===== src/rtl/ll_display_if.sv =====
// Lunar lander display bus: keysync strobe and code, telemetry from
// ll_memory/ll_control, and seven-segment, LED and selection outputs.
interface ll_display_if;
  logic        keyclk;
  logic [4:0]  keyout;
  logic [15:0] alt;
  logic [15:0] vel;
  logic [15:0] fuel;
  logic [15:0] thrust;
  logic        land;
  logic        crash;
  logic [7:0]  ss7, ss6, ss5, ss4, ss3, ss2, ss1, ss0;
  logic        red;
  logic        green;
  logic [1:0]  sel;

  modport master (
    output keyclk, keyout, alt, vel, fuel, thrust, land, crash,
    input  ss7, ss6, ss5, ss4, ss3, ss2, ss1, ss0, red, green, sel
  );

  modport slave (
    input  keyclk, keyout, alt, vel, fuel, thrust, land, crash,
    output ss7, ss6, ss5, ss4, ss3, ss2, ss1, ss0, red, green, sel
  );
endinterface


===== src/rtl/ll_display.sv =====
// Lunar lander display stage: key-selected quantity rendered as signed 4-digit
// BCD with a mode letter, status LEDs, and digit blinking while crashed.
module ll_display #(
  parameter int unsigned BLINK_DIV = 50
) (
  input  logic       hz100,
  input  logic       rst_n,
  ll_display_if.slave io
);

  typedef enum logic [1:0] {
    SEL_ALT    = 2'd0,
    SEL_VEL    = 2'd1,
    SEL_FUEL   = 2'd2,
    SEL_THRUST = 2'd3
  } sel_e;

  localparam logic [7:0] BLINK_LAST = 8'(BLINK_DIV - 1);

  logic             keyclk_q;
  sel_e             sel_q, sel_d;
  logic [7:0]       blink_cnt_q, blink_cnt_d;
  logic             blink_on_q, blink_on_d;
  logic [7:0][7:0]  ss_q, ss_d;
  logic             red_q, green_q;

  logic             press;
  logic [15:0]      val;
  logic             neg;
  logic [15:0]      mag;
  logic             blank;

  function automatic logic [6:0] seg7(input logic [3:0] d);
    logic [6:0] s;
    case (d)
      4'h0: s = 7'h3F;  4'h1: s = 7'h06;  4'h2: s = 7'h5B;  4'h3: s = 7'h4F;
      4'h4: s = 7'h66;  4'h5: s = 7'h6D;  4'h6: s = 7'h7D;  4'h7: s = 7'h07;
      4'h8: s = 7'h7F;  4'h9: s = 7'h67;  4'hA: s = 7'h77;  4'hB: s = 7'h7C;
      4'hC: s = 7'h39;  4'hD: s = 7'h5E;  4'hE: s = 7'h79;  default: s = 7'h71;
    endcase
    return s;
  endfunction

  // 9's complement of each digit, then a rippling BCD +1.
  function automatic logic [15:0] bcd_tens_comp(input logic [15:0] v);
    logic [15:0] r;
    logic        carry;
    logic [4:0]  d;
    r     = '0;
    carry = 1'b1;
    for (int i = 0; i < 4; i++) begin
      d = {1'b0, 4'd9 - v[4*i +: 4]} + {4'd0, carry};
      if (d >= 5'd10) begin
        r[4*i +: 4] = 4'(d - 5'd10);
        carry       = 1'b1;
      end else begin
        r[4*i +: 4] = d[3:0];
        carry       = 1'b0;
      end
    end
    return r;
  endfunction

  function automatic logic [7:0] mode_letter(input sel_e s);
    logic [7:0] l;
    case (s)
      SEL_ALT:  l = 8'h77;
      SEL_VEL:  l = 8'h3E;
      SEL_FUEL: l = 8'h71;
      default:  l = 8'h78;
    endcase
    return l;
  endfunction

  assign press = io.keyclk & ~keyclk_q;

  // NOTE: every signal driven in always_comb gets a default first so no latch is inferred.
  always_comb begin
    sel_d = sel_q;
    if (press) begin
      case (io.keyout)
        5'd19:   sel_d = SEL_ALT;
        5'd18:   sel_d = SEL_VEL;
        5'd17:   sel_d = SEL_FUEL;
        5'd16:   sel_d = SEL_THRUST;
        default: sel_d = sel_q;
      endcase
    end
  end

  // The mux uses the post-press selection so the new quantity appears with the letter.
  always_comb begin
    case (sel_d)
      SEL_ALT:  val = io.alt;
      SEL_VEL:  val = io.vel;
      SEL_FUEL: val = io.fuel;
      default:  val = io.thrust;
    endcase
    neg = (val[15:12] >= 4'd5);
    mag = neg ? bcd_tens_comp(val) : val;
  end

  always_comb begin
    blink_cnt_d = '0;
    blink_on_d  = 1'b1;
    if (io.crash) begin
      blink_on_d = blink_on_q;
      if (blink_cnt_q == BLINK_LAST) begin
        blink_cnt_d = '0;
        blink_on_d  = ~blink_on_q;
      end else begin
        blink_cnt_d = blink_cnt_q + 8'd1;
      end
    end
  end

  // Blanking follows the phase already in effect, so a fresh crash starts lit.
  assign blank = io.crash & ~blink_on_q;

  always_comb begin
    ss_d    = '0;
    ss_d[7] = mode_letter(sel_d);
    if (!blank) begin
      ss_d[4] = neg ? 8'h40 : 8'h00;
      ss_d[3] = (mag[15:12] != 4'd0) ? {1'b0, seg7(mag[15:12])} : 8'h00;
      ss_d[2] = (mag[15:8]  != 8'd0) ? {1'b0, seg7(mag[11:8])}  : 8'h00;
      ss_d[1] = (mag[15:4]  != 12'd0) ? {1'b0, seg7(mag[7:4])}  : 8'h00;
      ss_d[0] = {1'b0, seg7(mag[3:0])};
    end
  end

  // NOTE: reset is synchronous, so it is just the highest-priority branch on the clock edge.
  always_ff @(posedge hz100) begin
    if (!rst_n) begin
      keyclk_q    <= 1'b0;
      sel_q       <= SEL_ALT;
      blink_cnt_q <= '0;
      blink_on_q  <= 1'b1;
      ss_q        <= '0;
      red_q       <= 1'b0;
      green_q     <= 1'b0;
    end else begin
      // NOTE: non-blocking assignments so every register samples pre-edge values.
      keyclk_q    <= io.keyclk;
      sel_q       <= sel_d;
      blink_cnt_q <= blink_cnt_d;
      blink_on_q  <= blink_on_d;
      ss_q        <= ss_d;
      red_q       <= io.crash;
      green_q     <= io.land & ~io.crash;
    end
  end

  assign io.ss7   = ss_q[7];
  assign io.ss6   = ss_q[6];
  assign io.ss5   = ss_q[5];
  assign io.ss4   = ss_q[4];
  assign io.ss3   = ss_q[3];
  assign io.ss2   = ss_q[2];
  assign io.ss1   = ss_q[1];
  assign io.ss0   = ss_q[0];
  assign io.sel   = sel_q;
  assign io.red   = red_q;
  assign io.green = green_q;

endmodule

===== src/flat_wrapper.sv =====
// flat-port wrapper written by rule: the top's interface ports become plain ports
module ll_display_flat 
#(
  parameter int unsigned BLINK_DIV = 50
)
  (hz100, rst_n, io_keyclk, io_keyout, io_alt, io_vel, io_fuel, io_thrust, io_land, io_crash, io_ss7, io_ss6, io_ss5, io_ss4, io_ss3, io_ss2, io_ss1, io_ss0, io_red, io_green, io_sel);
  ll_display_if io_i ();
  input  logic hz100;
  input  logic rst_n;
  input wire logic [$bits(io_i.keyclk)-1:0] io_keyclk;
  input wire logic [$bits(io_i.keyout)-1:0] io_keyout;
  input wire logic [$bits(io_i.alt)-1:0] io_alt;
  input wire logic [$bits(io_i.vel)-1:0] io_vel;
  input wire logic [$bits(io_i.fuel)-1:0] io_fuel;
  input wire logic [$bits(io_i.thrust)-1:0] io_thrust;
  input wire logic [$bits(io_i.land)-1:0] io_land;
  input wire logic [$bits(io_i.crash)-1:0] io_crash;
  output wire logic [$bits(io_i.ss7)-1:0] io_ss7;
  output wire logic [$bits(io_i.ss6)-1:0] io_ss6;
  output wire logic [$bits(io_i.ss5)-1:0] io_ss5;
  output wire logic [$bits(io_i.ss4)-1:0] io_ss4;
  output wire logic [$bits(io_i.ss3)-1:0] io_ss3;
  output wire logic [$bits(io_i.ss2)-1:0] io_ss2;
  output wire logic [$bits(io_i.ss1)-1:0] io_ss1;
  output wire logic [$bits(io_i.ss0)-1:0] io_ss0;
  output wire logic [$bits(io_i.red)-1:0] io_red;
  output wire logic [$bits(io_i.green)-1:0] io_green;
  output wire logic [$bits(io_i.sel)-1:0] io_sel;
  assign io_i.keyclk = io_keyclk;
  assign io_i.keyout = io_keyout;
  assign io_i.alt = io_alt;
  assign io_i.vel = io_vel;
  assign io_i.fuel = io_fuel;
  assign io_i.thrust = io_thrust;
  assign io_i.land = io_land;
  assign io_i.crash = io_crash;
  assign io_ss7 = io_i.ss7;
  assign io_ss6 = io_i.ss6;
  assign io_ss5 = io_i.ss5;
  assign io_ss4 = io_i.ss4;
  assign io_ss3 = io_i.ss3;
  assign io_ss2 = io_i.ss2;
  assign io_ss1 = io_i.ss1;
  assign io_ss0 = io_i.ss0;
  assign io_red = io_i.red;
  assign io_green = io_i.green;
  assign io_sel = io_i.sel;
  ll_display #(.BLINK_DIV(BLINK_DIV)) u_core (.hz100(hz100), .rst_n(rst_n), .io(io_i));
endmodule

===== config.mk =====
export PLATFORM = sky130hd
export DESIGN_NAME = ll_display_flat
export DESIGN_NICKNAME = d
export VERILOG_FILES = /design/src/rtl/ll_display_if.sv /design/src/rtl/ll_display.sv /design/src/flat_wrapper.sv
export SDC_FILE = /design/constraint.sdc
export NUM_CORES = 1
export LEC_CHECK = 0
export CAP_MARGIN = 30
export CELL_PAD_IN_SITES_DETAIL_PLACEMENT = 1
export CELL_PAD_IN_SITES_GLOBAL_PLACEMENT = 1
export CORE_UTILIZATION = 28
export CTS_CLUSTER_DIAMETER = 40
export DETAILED_ROUTE_END_ITERATION = 6
export PLACE_DENSITY = 0.69
export SYNTH_ARGS = -nofsm -noshare
export SYNTH_HDL_FRONTEND = slang
export SYNTH_SLANG_ARGS = --single-unit

===== constraint.sdc =====
create_clock -name hz100 -period 10.35 [get_ports hz100]
set_clock_uncertainty 0.1 [all_clocks]
set_input_delay 2.07 -clock hz100 [delete_from_list [all_inputs] [get_ports hz100]]
set_output_delay 2.07 -clock hz100 [all_outputs]
set_load 0.03 [all_outputs]

== Word-level counts from Yosys, hierarchy flattened ==
Memory sizes are Yosys's and may differ from the RTL's.
Index checks and enable logic that the tools add are counted.

* Input port bits: 74
* Output and inout port bits: 68
* Logic and storage cells: 82
* Latch bits: 0
* Memories: 4
* Memory bits (read-only): 448
* Bits in registers: 62
* Memory bits (writable): 0

* Equal/unequal tests: 7
* Bitwise gates (word level): 10
* Reductions and logical operators: 10
* Multiplexer cells: 17
* Multipliers: 0
* $add $sub $neg: 13
* Shift operators: 0
* Divide/modulo/power cells: 0
* Order comparisons: 5

{| class="wikitable"
|+ Memory list
! name !! depth !! bits a word !! rd ports !! clocked after Yosys merged registers in !! write ports !! line !! RTL
|-
| (no name shown) || 16 || 7 || 1 || 0 || 0 || ll_display.sv:35 || <nowiki>case (d)</nowiki>
|-
| (no name shown) || 16 || 7 || 1 || 0 || 0 || ll_display.sv:35 ||
|-
| (no name shown) || 16 || 7 || 1 || 0 || 0 || ll_display.sv:35 ||
|-
| (no name shown) || 16 || 7 || 1 || 0 || 0 || ll_display.sv:35 ||
|}

{| class="wikitable"
|+ Operators by type and width
! operator !! count
|-
| $pmux W16 S3 || 1
|-
| $mux W40 || 1
|-
| $mux W7 || 4
|-
| $pmux W7 S3 || 1
|-
| $eq A5 B5 Y1 const B || 4
|-
| $ge A5 B4 Y1 const B || 4
|-
| $mux W16 || 1
|-
| $mux W4 || 4
|-
| $sub A4 B4 Y4 const A || 4
|-
| $sub A4 B4 Y4 const B || 4
|-
| $add A4 B1 Y5 || 3
|-
| $reduce_bool A12 Y1 || 1
|-
| $reduce_or A3 Y1 || 4
|-
| $add A8 B1 Y8 const B || 1
|-
| $eq A8 B6 Y1 const B || 1
|-
| $pmux W2 S4 || 1
|-
| $reduce_bool A8 Y1 || 1
|-
| $not A1 Y1 || 7
|-
| $add A4 B1 Y5 const B || 1
|-
| $ge A4 B3 Y1 const B || 1
|-
| $reduce_bool A4 Y1 || 1
|-
| $and A1 B1 Y1 || 3
|-
| $mux W1 || 3
|-
| $eq A2 B1 Y1 const B || 1
|-
| other kinds (5) || 5
|}

== Longest topological paths before layout ==
* Word-level depth: 22
* Gate-level depth with buffers: 50
* Depth with buffers taken out: 47

== Worst setup path before layout ==
OpenSTA, ideal clock, no wires.

* Path kind: input to register
* Start: input io_keyout[3]
* End: register u_core.ss_q (netlist bit u_core.io.ss3[1])
* Path buffers: 3
* Arrival: 10.776 ns
* Slack: -0.600 ns
* Library setup time: 0.074 ns
* Stages on the path: 46
* Data required time: 10.176 ns
* Cells stage by stage: or2_1 buf_6 nor3_2 nor2_1 clkbuf_1 clkbuf_1 o21ai_0 inv_1 ha_1 xor2_1 ha_1 inv_1 nor2_1 o211a_1 a211oi_1 ha_1 ha_1 xnor2_1 (+10 left out) a21oi_1 mux2i_1 mux2_2 ha_1 ha_1 xnor2_1 inv_1 ha_1 o21a_1 o21ai_0 mux2i_1 xnor2_1 o21ai_0 inv_1 ha_1 mux2_1 a21o_1 a31oi_1

* Longest elaborated chain between the ends: 22
* Elaborated cells on any way between the ends: 33
* Classes of those cells: add/sub (9); order compare (5); eq/ne (6); mux (8); bitwise (1); reduce/logical (3); memory (1)

{| class="wikitable"
|+ Ends and longest elaborated chain
! what !! line !! RTL
|-
| start: declaration || flat_wrapper.sv:11 || <nowiki>input wire logic [$bits(io_i.keyout)-1:0] io_keyout;</nowiki>
|-
| $eq A5 B5 Y1 || ll_display.sv:81 || <nowiki>case (io.keyout)</nowiki>
|-
| $pmux W2 S4 * || ll_display.sv:81 ||
|-
| $mux W2 * || ll_display.sv:80 || <nowiki>if (press) begin</nowiki>
|-
| $eq A2 B2 Y1, or another cell as far along || ll_display.sv:93 || <nowiki>case (sel_d)</nowiki>
|-
| $pmux W16 S3 * || ll_display.sv:93 ||
|-
| $sub A4 B4 Y4 || ll_display.sv:52 || <nowiki>d = {1'b0, 4'd9 - v[4*i +: 4]} + {4'd0, carry};</nowiki>
|-
| $add A4 B1 Y5 || ll_display.sv:52 ||
|-
| $ge A5 B4 Y1 || ll_display.sv:53 || <nowiki>if (d >= 5'd10) begin</nowiki>
|-
| (+4 left out) || -- ||
|-
| $add A4 B1 Y5 || ll_display.sv:52 ||
|-
| $ge A5 B4 Y1 || ll_display.sv:53 ||
|-
| $mux W1 || ll_display.sv:53 ||
|-
| $add A4 B1 Y5 || ll_display.sv:52 ||
|-
| $sub A4 B4 Y4 or $ge A5 B4 Y1 (tied branches) || ll_display.sv:54, ll_display.sv:53 ||
|-
| $mux W4 || ll_display.sv:53 ||
|-
| $mux W16 * || ll_display.sv:100 || <nowiki>mag = neg ? bcd_tens_comp(val) : val;</nowiki>
|-
| branches (longest 3 deep; another with $mem_v2 Z16 W7) || -- ||
|-
| end signal: assignment || ll_display.sv:148 || <nowiki>ss_q <= ss_d;</nowiki>
|-
| end: declaration || ll_display.sv:24 || <nowiki>logic [7:0][7:0] ss_q, ss_d;</nowiki>
|}

Mark *: on every way between the ends.
A chain may end at the register's enable or synchronous reset.

== Final worst setup path ==
* Start: input io_keyout[3]
* End: register u_core.ss_q (netlist bit u_core.io.ss1[2])

* Longest elaborated chain between the ends: 22
* Elaborated cells on any way between the ends: 37
* Classes of those cells: add/sub (11); order compare (5); eq/ne (6); mux (10); bitwise (1); reduce/logical (3); memory (1)

{| class="wikitable"
|+ Ends and longest elaborated chain
! what !! line !! RTL
|-
| $eq A5 B5 Y1 || ll_display.sv:81 ||
|-
| $pmux W2 S4 * || ll_display.sv:81 ||
|-
| $mux W2 * || ll_display.sv:80 ||
|-
| $eq A2 B2 Y1, or another cell as far along || ll_display.sv:93 ||
|-
| $pmux W16 S3 * || ll_display.sv:93 ||
|-
| $sub A4 B4 Y4 || ll_display.sv:52 ||
|-
| $add A4 B1 Y5 || ll_display.sv:52 ||
|-
| $ge A5 B4 Y1 || ll_display.sv:53 ||
|-
| (+6 left out) || -- ||
|-
| $mux W1 || ll_display.sv:53 ||
|-
| $add A4 B1 Y5 || ll_display.sv:52 ||
|-
| $sub A4 B4 Y4 or $ge A5 B4 Y1 (tied branches) || ll_display.sv:54, ll_display.sv:53 ||
|-
| $mux W4 || ll_display.sv:53 ||
|-
| $mux W16 * || ll_display.sv:100 ||
|-
| $reduce_bool A12 Y1 || ll_display.sv:127 || <nowiki>ss_d[1] = (mag[15:4] != 12'd0) ? {1'b0, seg7(mag[7:4])} : 8'h00;</nowiki>
|-
| $not A1 Y1 (no line) || -- ||
|-
| $reduce_or A3 Y1 (no line) || -- ||
|}

Mark *: on every way between the ends. The rest lies on a longest branch, timed or not.

==> results.toml <==
[synth]
synth_cells = 578
synth_cell_type_count = 83
seq_area_frac_synth = 0.196
yosysWarnings = 0
synthTopCellsByArea = "dfxtp_1 (20%), ha_1 (13%), buf_4 (5.5%)"
synth_commonest_cells = "nand2_1 (68), ha_1 (50), dfxtp_1 (47)"
synth-edff-count = 0
netlist_area_um2 = 4790
synth_ff_type = "dfxtp_1"
ys_ff_latch = 47
avgSynthCellArea_um2 = 8.29
async_flop_share = 0
yosys.area.top_type_share = 0.196
synth.most_common_cell = "nand2_1"
yosysTopAreaCell = "dfxtp_1"

[floorplanning]
core-area_um2 = 16600
dieArea_um2 = 17600
start_util = 0.288
die_x_um = 133
ios = 142
core.rowCount = 47
die_y_um = 133

[layout]
drive_gt1_frac = 0.227
syn_to_final_growth_pct = 45.6
fin_util = 0.419
nets = 876
antenna_cells = 0

[sta]
fmax_mhz = 99.5
maxSlewHeadroom = 0.312
tns_ns = 0
setup_viol = 0
fin_crit_sh = 0.971
worst-slew-pin-transition_ns = 1.02
final.min_clock_period_ns = 10.05
hold_violations = 0
drv_slew = 0

[global_route]
grt_usage = 0.179
grt_overflow = 0
antenna_found_initial = 0
grt_max_degree = 18
first_global_vias = 5051
grt_first_pass_wirelength_um = 25400

[power]
power_mw = 1.21
p_per_area_nw_per_um2 = 173
irDropWorstVdd_mv = 0.125
leakagePower_nw = 2.99

[route]
routedWlPerCell_um = 17.2
via_per_inst = 5.06
drtIter0Drc = 203
firstDrtPassIters = 6
finalWirelength_um = 16700
via_count = 4924
ant_nets = 0
drcViolationCount = 0

[setup_path]
cpMostUsedCell = "ha_2"
worst_ep_required_time_ns = 10.40
cp-start-kind = "input port"
critPathKind = "in2reg"
cpPeakStageDelay_ns = 0.44
path_delay_family = "compound AO/OA/AOI/OAI gates"
crit_arrival_ns = 10.10
crit_slowest_cell = "clkdlybuf4s50_1"
cp-end-kind = "register"
cp_max_fo = 5
worst-path-buf-inv = 10

[cts]
cts_max_level = 2
cts_root_buf = "clkbuf_16"
cts_buffers = 5
cts.sinks = 47
clkTransAtPathRegs_ns = 0.07
cts.path.max_buffers = 2
clkLatencyLatePin_ns = 0.30
cts_tree = "done"

[flow_run]
max_cap_violations = 0

[placement]
routabilityCongestion = 0.813
portBuffers = 113
hpwl_um = 12200

[run_status]
status = "completed"

[worst_hold_path]
hp-class = "reg2reg"
## final timing paths
path / cells past startpoint / slack, ns / from / endpoint
worst max-delay path: 48 / 0.30 / io_keyout[3] / u_core.io.ss1[2]$_SDFF_PP0_
worst min-delay path: 1 / 0.40 / u_core.blink_cnt_q[0]$_SDFF_PP0_ / u_core.blink_cnt_q[0]$_SDFF_PP0_
worst max register to register: 45 / 2.21 / u_core.io.sel[1]$_SDFF_PN0_ / u_core.io.ss1[2]$_SDFF_PP0_
worst min register to register: 1 / 0.40 / u_core.blink_cnt_q[0]$_SDFF_PP0_ / u_core.blink_cnt_q[0]$_SDFF_PP0_
## power breakdown
part / switching [mW] / total, mW / internal [mW]
sequential: 0.0136 / 0.236 / 0.222
clock: 0.0751 / 0.190 / 0.115
combinational: 0.424 / 0.780 / 0.356
total: 0.513 / 1.21 / 0.693
## layout by cell type, fill, tap and decap left out, types with 13 or more instances in the layout
| cell type | n |
|---|---|
| conb_1 | 28 |
| buf_4 | 77 |
| dfxtp_1 | 47 |
| nor2_1 | 31 |
| inv_1 | 24 |
| nand2b_1 | 23 |
| nand2_1 | 67 |
| a21oi_1 | 13 |
| mux2i_1 | 18 |
| nand3_1 | 23 |
| clkdlybuf4s50_1 | 110 |
| ha_1 | 37 |
## worst register-to-register path, delay by kind of cell, from the launching register on
| kind | cells | cell delay [ns] |
|---|---|---|
| AOI/OAI and AO/OA | 14 | 2.47 |
| adders and majority gates | 11 | 2.10 |
| buffers and inverters | 9 | 0.98 |
| muxes | 4 | 0.72 |
| DFF | 1 | 0.62 |
| xor gates and xnor gates | 4 | 0.53 |
| and+or+nand+nor | 3 | 0.47 |
## state kept, by name, summed over array words and instances, names as in the netlist
signal	count
u_core.io.ss2	7
u_core.io.ss3	7
u_core.io.green	1
u_core.io.ss1	7
u_core.blink_cnt_q	8
u_core.io.sel	2
u_core.io.ss7	4
u_core.blink_on_q	1
u_core.keyclk_q	1
u_core.io.ss4	1
u_core.io.red	1
u_core.io.ss0	7
## what timing repair did
item	in CTS	in global routing
setup buffers	8	21
gates cloned	0	2
endpoints found under the setup margin	20	21
gates resized for setup	20	35
hold buffers	0	0
pin swaps	12	16
## metal layers
layer	track usage	part of all wire	wire length (um)	up-vias
li1	-	-	-	2354
met4	0.0690	0.027	448	0
met1	0.205	0.41	6880	2412
met2	0.327	0.53	8820	123
met5	0	0	0	-
met3	0.0299	0.035	581	35
## through the flow
| step | worst slack, ns | hold WS [ns] | instance area (um2) | instances |
|---|---|---|---|---|
| after global routing | -0.0547 | 0.421 | 6980 | 973 |
| after CTS | 0.0312 | 0.417 | 6630 | 950 |
| after global placement | 0.0351 | 0.360 | 6320 | 934 |
| after detailed placement | -0.546 | 0.396 | 6320 | 934 |
| after floorplan | 0.00415 | 0.341 | 4910 | 605 |
| final | 0.295 | 0.404 | 6980 | 973 |
## logic make-up after synthesis
group,share of synthesized area
muxes,0.0765
AOI/OAI and AO/OA,0.219
buffers and inverters,0.103
xor gates and xnor gates,0.0441
DFF,0.196
and+or+nand+nor,0.230
adders and majority gates,0.131
other,0.000783
## area by class of cell
type	instances	area, um2
Tap cell	220	275
Fill cell	1972	9670
Sequential cell	47	941
Clock buffer	5	125
Multi-Input combinational cell	475	3720
Timing Repair Buffer	194	1760
Inverter	29	109
Clock inverter	3	47.5
Power figures use the tool's default switching activity.
